File: src/rtl/ppu_update_tx_if.sv
// Bus bundle for ppu_update_tx: the CPU command-write side, the status flags
// and the PPU square-update beat fields.
// fsm_state mirrors the transmitter FSM state: 0 IDLE, 1 SINGLE, 2 SHIP, 3 CLEAR.
interface ppu_update_tx_if;
  logic        wr_en;
  logic [31:0] wr_data;
  logic        err_clr;
  logic        full;
  logic        busy;
  logic [1:0]  err;
  logic        receive;
  logic        board;
  logic [6:0]  square_update;
  logic [1:0]  square_state;
  logic [1:0]  ship_type;
  logic [2:0]  ship_section;
  logic        vert;
  logic        square_sel;
  logic [1:0]  fsm_state;

  modport master (
    output wr_en, wr_data, err_clr,
    input  full, busy, err, receive, board, square_update, square_state,
           ship_type, ship_section, vert, square_sel, fsm_state
  );

  modport slave (
    input  wr_en, wr_data, err_clr,
    output full, busy, err, receive, board, square_update, square_state,
           ship_type, ship_section, vert, square_sel, fsm_state
  );
endinterface

File: src/rtl/ppu_update_tx.sv
// PPU square-update transmitter: a command FIFO feeding an FSM that turns each
// command word into one or more single-cycle receive beats. SHIP and CLEAR
// commands are expanded into per-square beats in hardware.
// Optional feature macro: PPU_TX_BOUNDS_CHECK_EN (drop out-of-board SINGLE/SHIP
// commands with err[0]); undefined means unchecked, 7-bit truncated squares.
module ppu_update_tx #(
  parameter int FIFO_DEPTH = 8
) (
  input  logic           sys_clk,
  input  logic           rst,
  ppu_update_tx_if.slave bus
);
  localparam int AW = (FIFO_DEPTH > 1) ? $clog2(FIFO_DEPTH) : 1;
  localparam int CW = AW + 1;
  localparam logic [CW-1:0] DEPTH_C = CW'(FIFO_DEPTH);

  typedef enum logic [1:0] {
    S_IDLE   = 2'd0,
    S_SINGLE = 2'd1,
    S_SHIP   = 2'd2,
    S_CLEAR  = 2'd3
  } state_t;

  logic [31:0]   mem_q [FIFO_DEPTH];
  logic [AW-1:0] wr_ptr_q, wr_ptr_d, rd_ptr_q, rd_ptr_d;
  logic [CW-1:0] count_q, count_d;
  logic          full_q, full_d, busy_q, busy_d;
  logic [1:0]    err_q, err_d;
  state_t        state_q, state_d;
  logic [6:0]    bow_q, bow_d;
  logic [6:0]    cnt_q, cnt_d;
  logic          receive_q, receive_d, board_q, board_d;
  logic          vert_q, vert_d, sel_q, sel_d;
  logic [6:0]    square_q, square_d;
  logic [1:0]    sstate_q, sstate_d, type_q, type_d;
  logic [2:0]    section_q, section_d;
  logic          push, pop, bad_cmd;
  logic          single_oob, ship_oob;
  logic [31:0]   head;
  logic [6:0]    ship_last, ship_step;
  logic          unused_head;

  assign head        = mem_q[rd_ptr_q];
  assign unused_head = ^head[29:17];

`ifdef PPU_TX_BOUNDS_CHECK_EN
  logic [6:0] ship_len, bow_col, bow_row;
  // Reject commands whose squares would leave the 10x10 board.
  always_comb begin
    ship_len   = {5'b0, head[6:5]} + 7'd2;
    bow_col    = head[15:9] % 7'd10;
    bow_row    = head[15:9] / 7'd10;
    single_oob = head[15:9] > 7'd99;
    if (head[1]) ship_oob = ((bow_row + ship_len) > 7'd10) || single_oob;
    else         ship_oob = (bow_col + ship_len) > 7'd10;
  end
`else
  // Without bounds checking every SINGLE/SHIP is emitted as written.
  always_comb begin
    single_oob = 1'b0;
    ship_oob   = 1'b0;
  end
`endif

  // Command FIFO bookkeeping and status flags.
  // Handshake: a write is taken on any cycle with wr_en=1 and full=0; wr_en
  // while full drops the word and raises err[1]. full is registered, so a pop
  // in the same cycle does not make room for that write.
  always_comb begin
    push     = bus.wr_en && !full_q;
    wr_ptr_d = push ? wr_ptr_q + AW'(1) : wr_ptr_q;
    rd_ptr_d = pop  ? rd_ptr_q + AW'(1) : rd_ptr_q;
    count_d  = count_q;
    if (push && !pop)      count_d = count_q + CW'(1);
    else if (!push && pop) count_d = count_q - CW'(1);
    full_d = (count_d == DEPTH_C);
    busy_d = (count_d != '0) || (state_d != S_IDLE);
    err_d  = bus.err_clr ? 2'b00 : err_q;
    err_d[0] = err_d[0] | bad_cmd;
    err_d[1] = err_d[1] | (bus.wr_en && full_q);
  end

  // Transmit FSM: IDLE pops and emits the first beat of a command directly,
  // so the beat register and state register stay aligned.
  always_comb begin
    state_d   = state_q;
    bow_d     = bow_q;
    cnt_d     = cnt_q;
    pop       = 1'b0;
    bad_cmd   = 1'b0;
    receive_d = 1'b0;
    board_d   = board_q;
    square_d  = square_q;
    sstate_d  = sstate_q;
    type_d    = type_q;
    section_d = section_q;
    vert_d    = vert_q;
    sel_d     = sel_q;
    ship_last = {5'b0, type_q} + 7'd1;
    ship_step = 7'd0;
    unique case (state_q)
      S_IDLE: begin
        if (count_q != '0) begin
          pop   = 1'b1;
          bow_d = head[15:9];
          cnt_d = 7'd0;
          unique case (head[31:30])
            2'b00: begin
              if (single_oob) begin
                bad_cmd = 1'b1;
              end else begin
                state_d   = S_SINGLE;
                receive_d = 1'b1;
                board_d   = head[16];
                square_d  = head[15:9];
                sstate_d  = head[8:7];
                type_d    = head[6:5];
                section_d = head[4:2];
                vert_d    = head[1];
                sel_d     = head[0];
              end
            end
            2'b01: begin
              if (ship_oob) begin
                bad_cmd = 1'b1;
              end else begin
                state_d   = S_SHIP;
                receive_d = 1'b1;
                board_d   = head[16];
                square_d  = head[15:9];
                sstate_d  = 2'b11;
                type_d    = head[6:5];
                section_d = 3'd0;
                vert_d    = head[1];
                sel_d     = 1'b0;
              end
            end
            2'b10: begin
              state_d   = S_CLEAR;
              receive_d = 1'b1;
              board_d   = head[16];
              square_d  = 7'd0;
              sstate_d  = 2'b00;
              type_d    = 2'b00;
              section_d = 3'd0;
              vert_d    = 1'b0;
              sel_d     = 1'b0;
            end
            default: bad_cmd = 1'b1;
          endcase
        end
      end
      S_SINGLE: state_d = S_IDLE;
      S_SHIP: begin
        if (cnt_q == ship_last) begin
          state_d = S_IDLE;
        end else begin
          cnt_d     = cnt_q + 7'd1;
          ship_step = vert_q ? cnt_d * 7'd10 : cnt_d;
          receive_d = 1'b1;
          square_d  = bow_q + ship_step;
          section_d = cnt_d[2:0];
        end
      end
      S_CLEAR: begin
        if (cnt_q == 7'd99) begin
          state_d = S_IDLE;
        end else begin
          cnt_d     = cnt_q + 7'd1;
          receive_d = 1'b1;
          square_d  = cnt_d;
        end
      end
      default: state_d = S_IDLE;
    endcase
  end

  // State, FIFO pointers, flags and beat fields; reset clears everything.
  always_ff @(posedge sys_clk) begin
    if (rst) begin
      wr_ptr_q  <= '0;
      rd_ptr_q  <= '0;
      count_q   <= '0;
      full_q    <= 1'b0;
      busy_q    <= 1'b0;
      err_q     <= 2'b00;
      state_q   <= S_IDLE;
      bow_q     <= 7'd0;
      cnt_q     <= 7'd0;
      receive_q <= 1'b0;
      board_q   <= 1'b0;
      square_q  <= 7'd0;
      sstate_q  <= 2'b00;
      type_q    <= 2'b00;
      section_q <= 3'd0;
      vert_q    <= 1'b0;
      sel_q     <= 1'b0;
    end else begin
      wr_ptr_q  <= wr_ptr_d;
      rd_ptr_q  <= rd_ptr_d;
      count_q   <= count_d;
      full_q    <= full_d;
      busy_q    <= busy_d;
      err_q     <= err_d;
      state_q   <= state_d;
      bow_q     <= bow_d;
      cnt_q     <= cnt_d;
      receive_q <= receive_d;
      board_q   <= board_d;
      square_q  <= square_d;
      sstate_q  <= sstate_d;
      type_q    <= type_d;
      section_q <= section_d;
      vert_q    <= vert_d;
      sel_q     <= sel_d;
    end
  end

  // FIFO storage needs no reset: only entries below count are ever read.
  always_ff @(posedge sys_clk) begin
    if (push) mem_q[wr_ptr_q] <= bus.wr_data;
  end

  assign bus.full          = full_q;
  assign bus.busy          = busy_q;
  assign bus.err           = err_q;
  assign bus.receive       = receive_q;
  assign bus.board         = board_q;
  assign bus.square_update = square_q;
  assign bus.square_state  = sstate_q;
  assign bus.ship_type     = type_q;
  assign bus.ship_section  = section_q;
  assign bus.vert          = vert_q;
  assign bus.square_sel    = sel_q;
  assign bus.fsm_state     = state_q;
endmodule

File: src/flat_wrapper.sv
// flat-port wrapper written by rule: the top's interface ports become plain ports
module ppu_update_tx_flat 
#(
  parameter int FIFO_DEPTH = 8
)
  (sys_clk, rst, bus_wr_en, bus_wr_data, bus_err_clr, bus_full, bus_busy, bus_err, bus_receive, bus_board, bus_square_update, bus_square_state, bus_ship_type, bus_ship_section, bus_vert, bus_square_sel, bus_fsm_state);
  ppu_update_tx_if bus_i ();
  input  logic sys_clk;
  input  logic rst;
  input wire logic [$bits(bus_i.wr_en)-1:0] bus_wr_en;
  input wire logic [$bits(bus_i.wr_data)-1:0] bus_wr_data;
  input wire logic [$bits(bus_i.err_clr)-1:0] bus_err_clr;
  output wire logic [$bits(bus_i.full)-1:0] bus_full;
  output wire logic [$bits(bus_i.busy)-1:0] bus_busy;
  output wire logic [$bits(bus_i.err)-1:0] bus_err;
  output wire logic [$bits(bus_i.receive)-1:0] bus_receive;
  output wire logic [$bits(bus_i.board)-1:0] bus_board;
  output wire logic [$bits(bus_i.square_update)-1:0] bus_square_update;
  output wire logic [$bits(bus_i.square_state)-1:0] bus_square_state;
  output wire logic [$bits(bus_i.ship_type)-1:0] bus_ship_type;
  output wire logic [$bits(bus_i.ship_section)-1:0] bus_ship_section;
  output wire logic [$bits(bus_i.vert)-1:0] bus_vert;
  output wire logic [$bits(bus_i.square_sel)-1:0] bus_square_sel;
  output wire logic [$bits(bus_i.fsm_state)-1:0] bus_fsm_state;
  assign bus_i.wr_en = bus_wr_en;
  assign bus_i.wr_data = bus_wr_data;
  assign bus_i.err_clr = bus_err_clr;
  assign bus_full = bus_i.full;
  assign bus_busy = bus_i.busy;
  assign bus_err = bus_i.err;
  assign bus_receive = bus_i.receive;
  assign bus_board = bus_i.board;
  assign bus_square_update = bus_i.square_update;
  assign bus_square_state = bus_i.square_state;
  assign bus_ship_type = bus_i.ship_type;
  assign bus_ship_section = bus_i.ship_section;
  assign bus_vert = bus_i.vert;
  assign bus_square_sel = bus_i.square_sel;
  assign bus_fsm_state = bus_i.fsm_state;
  ppu_update_tx #(.FIFO_DEPTH(FIFO_DEPTH)) u_core (.sys_clk(sys_clk), .rst(rst), .bus(bus_i));
endmodule
File: config.mk
export PLATFORM = sky130hd
export DESIGN_NAME = ppu_update_tx_flat
export DESIGN_NICKNAME = d
export VERILOG_FILES = /design/src/rtl/ppu_update_tx_if.sv /design/src/rtl/ppu_update_tx.sv /design/src/flat_wrapper.sv
export SDC_FILE = /design/constraint.sdc
export NUM_CORES = 1
export LEC_CHECK = 0
export ABC_AREA = 0
export CORE_MARGIN = 2
export CORE_UTILIZATION = 50
export DETAILED_ROUTE_END_ITERATION = 10
export PLACE_DENSITY = 0.73
export SETUP_SLACK_MARGIN = 0.2
export SLEW_MARGIN = 5
export SYNTH_ARGS = -nofsm -noshare
export SYNTH_HDL_FRONTEND = slang
export SYNTH_SLANG_ARGS = --single-unit
File: constraint.sdc
create_clock -name sys_clk -period 5.8 [get_ports sys_clk]
set_clock_uncertainty 0.1 [all_clocks]
set_input_delay 1.16 -clock sys_clk [delete_from_list [all_inputs] [get_ports sys_clk]]
set_output_delay 1.16 -clock sys_clk [all_outputs]
set_load 0.005 [all_outputs]
==> out/metrics.csv <==
stage;metric;value;unit
setup_path;CP endpoint kind;flop;
setup_path;worst path arrival time;4.37;ns
status;run status;finished clean;
layout;nets;672;
clock_network;CTS tree;built;
placement;dpl hpwl;10500;µm
synthesis;post-synth top area cell;edfxtp_1;
layout;Syn-to-layout area delta;15.6;%
synthesis;post-synthesis sequential area ratio;65.5;%
synthesis;synthesized instance count;563;
drt;Detailed Route WL;16800;µm
clock_network;clk buf depth;3;
layout;final instance area;0.00987;mm²
synthesis;Syn Area/Cell;15.2;µm²
layout;layout cell share with drive strength beyond 1;15.9;%
setup_path;most frequent CP cell;ha_1;
floorplan;row count;47;
synthesis;FF+latch count, synth;203;
layout;filler instances;1250;
placement;global placer's final weighted congestion;0.856;
global_route;first-pass GRT wire length;26600;µm
placement;IO buf count;46;
sta;# setup viols final;0;
sta;final hold violations;0;
clock_network;CTS Sinks;203;
setup_path;CP bufs+invs;0;
clock_network;CTS H-tree lvls;1;
sta;max-slew violations;0;
drt;Via density;5.75;
setup_path;critical path's slowest cell;xor2_1;
synthesis;ys async rst share;0;%
drt;post-route ant nets;0;
layout;area of the multi-input gates;0.00279;mm²
sta;unrepaired setup endpoints after global routing;no;
global_route;grt ovf;0;
floorplan;Die Ht;135;µm
pwr;PwrDens;471;mW/mm²
placement;Area after DPL;0.00925;mm²
setup_path;worst path required time;6.10;ns
floorplan;effective utilization at floorplan;51.3;%
sta;Fmax;245;MHz
pwr;LEAKAGE;3.30;nW
synthesis;syn_nets;621;
global_route;initial antenna violation count;0;
drt;drt pass-1 iters;5;
clock_network;post-cts sizing count;0;
clock_network;CTS Hold Bufs;0;
clock_network;Post-CTS Setup Bufs;0;
drt;wire per inst;19.8;µm
sta;fin crit share;70.3;%
worst_hold_path;Hold WC Path Type;flop to flop;
clock_network;CTS clk-pin slew, worst paths;0.06;ns
sta;fin crit period;4.08;ns
global_route;largest net degree at the start of global routing;50;
run;Max-Cap Viols;0;
clock_network;number of CTS-inserted buffers;21;
setup_path;Crit Path Max Fanout;7;
drt;Via Count;4872;
drt;number of remaining DRC errors;0;
floorplan;Ports;60;
clock_network;worst skew pair latency;0.49;ns
setup_path;slowest stage delay, CP;0.50;ns
synthesis;ranking of synthesized cells by area;edfxtp_1, dfxtp_1, mux4_2, ha_1, nor2_1;
global_route;vias in the first global route;4899;
setup_path;kind of critical path;flop to flop;
synthesis;Post-synth EDFFs;152;
floorplan;total die area;0.0181;mm²
sta;slew of the pin with the lowest slew margin;1.14;ns
floorplan;Die X;135;µm
layout;sequential cell area;0.00559;mm²
global_route;gr usage total;19.1;%
floorplan;Core Region;0.0166;mm²
setup_path;cell family with most CP delay;adder cells;
synthesis;Synth top area share;53.5;%
synthesis;commonest cells in the netlist;edfxtp_1, nor2_1, dfxtp_1;
synthesis;count leader, synth;edfxtp_1;
drt;initial detailed-routing violation count;390;
synthesis;area of the mapped netlist;0.00853;mm²
sta;hold_ws;0.380;ns
layout;# diodes;0;
setup_path;Worst setup SP type;flop;
pwr;VDD IR-drop max;0.273;mV
clock_network;Root Buffer;clkbuf_16;
sta;Worst slew margin;23.4;%
sta;final setup TNS;0;ns
setup_path;worst path cell trace;ha_1, xor2_1, ha_1, fa_1, mux2_2, ha_1, o21a_1, or3_1, a2111o_1, a311oi_1;
synthesis;Synth cell types;48;
synthesis;top_reg_cell synth;edfxtp_1;
synthesis;Yosys warnings;0;
==> cell families (layout without fill, tap and decap cells) <==
kind of cell	count (synthesis)	in the layout	synth area share, %
DFF	203	203	65.5
muxes	68	68	13.9
adders and majority gates	22	22	3.40
buffers and inverters	43	108	2.08
AOI/OAI and AO/OA	77	77	6.16
xor gates and xnor gates	20	20	2.05
and+or+nand+nor	130	130	6.98
==> sequential cells by signal, indices dropped and copies added (netlist names), named ones only <==
signal,cells
u_core.mem_q,152
u_core.bus.full,1
u_core.bus.err,2
u_core.bus.board,1
u_core.bus.square_state,2
u_core.bus.square_update,7
u_core.bus.receive,1
u_core.bus.ship_section,3
u_core.cnt_q,7
u_core.count_q,4
u_core.bus.fsm_state,2
u_core.bus.busy,1
u_core.wr_ptr_q,3
u_core.rd_ptr_q,3
u_core.bus.vert,1
u_core.bow_q,7
u_core.bus.square_sel,1
u_core.bus.ship_type,2
==> final cells by class <==
class	count	share of cell area [%]
sequential	203	56.6
clock inverter	7	0.609
inverter	14	0.533
tap	220	2.79
multi-input combinational	317	28.3
timing repair buffer	57	5.45
clock buffer	30	5.67
==> metal layers <==
layer  global-route usage, %  wire length [µm]
met1                    26.1              7390
met2                    32.6              8360
met3                    2.63               729
met4                    5.26               346
met5                       0                 0
==> metrics by stage <==
stage	setup slack [ns]	cells	power [mW]	utilization (%)
floorplan	2.25	563	2.99	-
global placement	1.85	811	3.41	55.6
detailed placement	1.76	811	3.46	55.6
CTS	1.71	848	4.69	59.3
global route	1.54	848	4.91	59.3
finish	1.72	848	4.65	59.3
==> where the power goes <==
group | internal, mW | total, mW | switching [mW]
Combinational | 0.718 | 1.57 | 0.847
Sequential | 1.72 | 1.86 | 0.135
Clock | 0.714 | 1.22 | 0.509
==> worst paths after layout <==
| kind | startpoint | end | slack, ns | cells past startpoint |
|---|---|---|---|---|
| setup / recovery | u_core.cnt_q[0] | u_core.bus.square_update[6] | 1.72 | 10 |
| setup reg to reg | u_core.cnt_q[0] | u_core.bus.square_update[6] | 1.72 | 10 |
| hold / removal | u_core.bus.err[1] | u_core.bus.err[1] | 0.38 | 2 |
| hold reg to reg | u_core.bus.err[1] | u_core.bus.err[1] | 0.38 | 2 |
==> worst register-to-register path, cell delays in order, from the launching register on <==
cell and delay (ns):
dfxtp_1 0.49, ha_1 0.32, xor2_1 0.50, ha_1 0.36, fa_1 0.50, mux2_2 0.29, ha_1 0.33, o21a_1 0.13
or3_1 0.34, a2111o_1 0.42, a311oi_1 0.20
==> cell usage in the layout, fill, tap and decap left out, drive strengths merged, types with 3 or more instances in the layout <==
| master | synthesis | routed |
|---|---|---|
| a211oi | 13 | 13 |
| a21oi | 26 | 26 |
| a221oi | 3 | 3 |
| a22oi | 5 | 5 |
| buf | 14 | 12 |
| clkbuf | 15 | 30 |
| clkdlybuf4s50 | 0 | 45 |
| clkinv | 0 | 5 |
| dfxtp | 51 | 51 |
| edfxtp | 152 | 152 |
| ha | 20 | 20 |
| inv | 14 | 14 |
| mux2 | 11 | 11 |
| mux2i | 19 | 19 |
| mux4 | 38 | 38 |
| nand2 | 28 | 28 |
| nand2b | 7 | 7 |
| nand3 | 11 | 11 |
| nand4 | 3 | 3 |
| nor2 | 54 | 54 |
| nor2b | 7 | 7 |
| nor3 | 11 | 11 |
| o21a | 3 | 3 |
| o21ai | 9 | 9 |
| or3 | 3 | 3 |
| xnor2 | 10 | 10 |
| xor2 | 10 | 10 |
No activity file was read; power rests on OpenSTA's default activity.
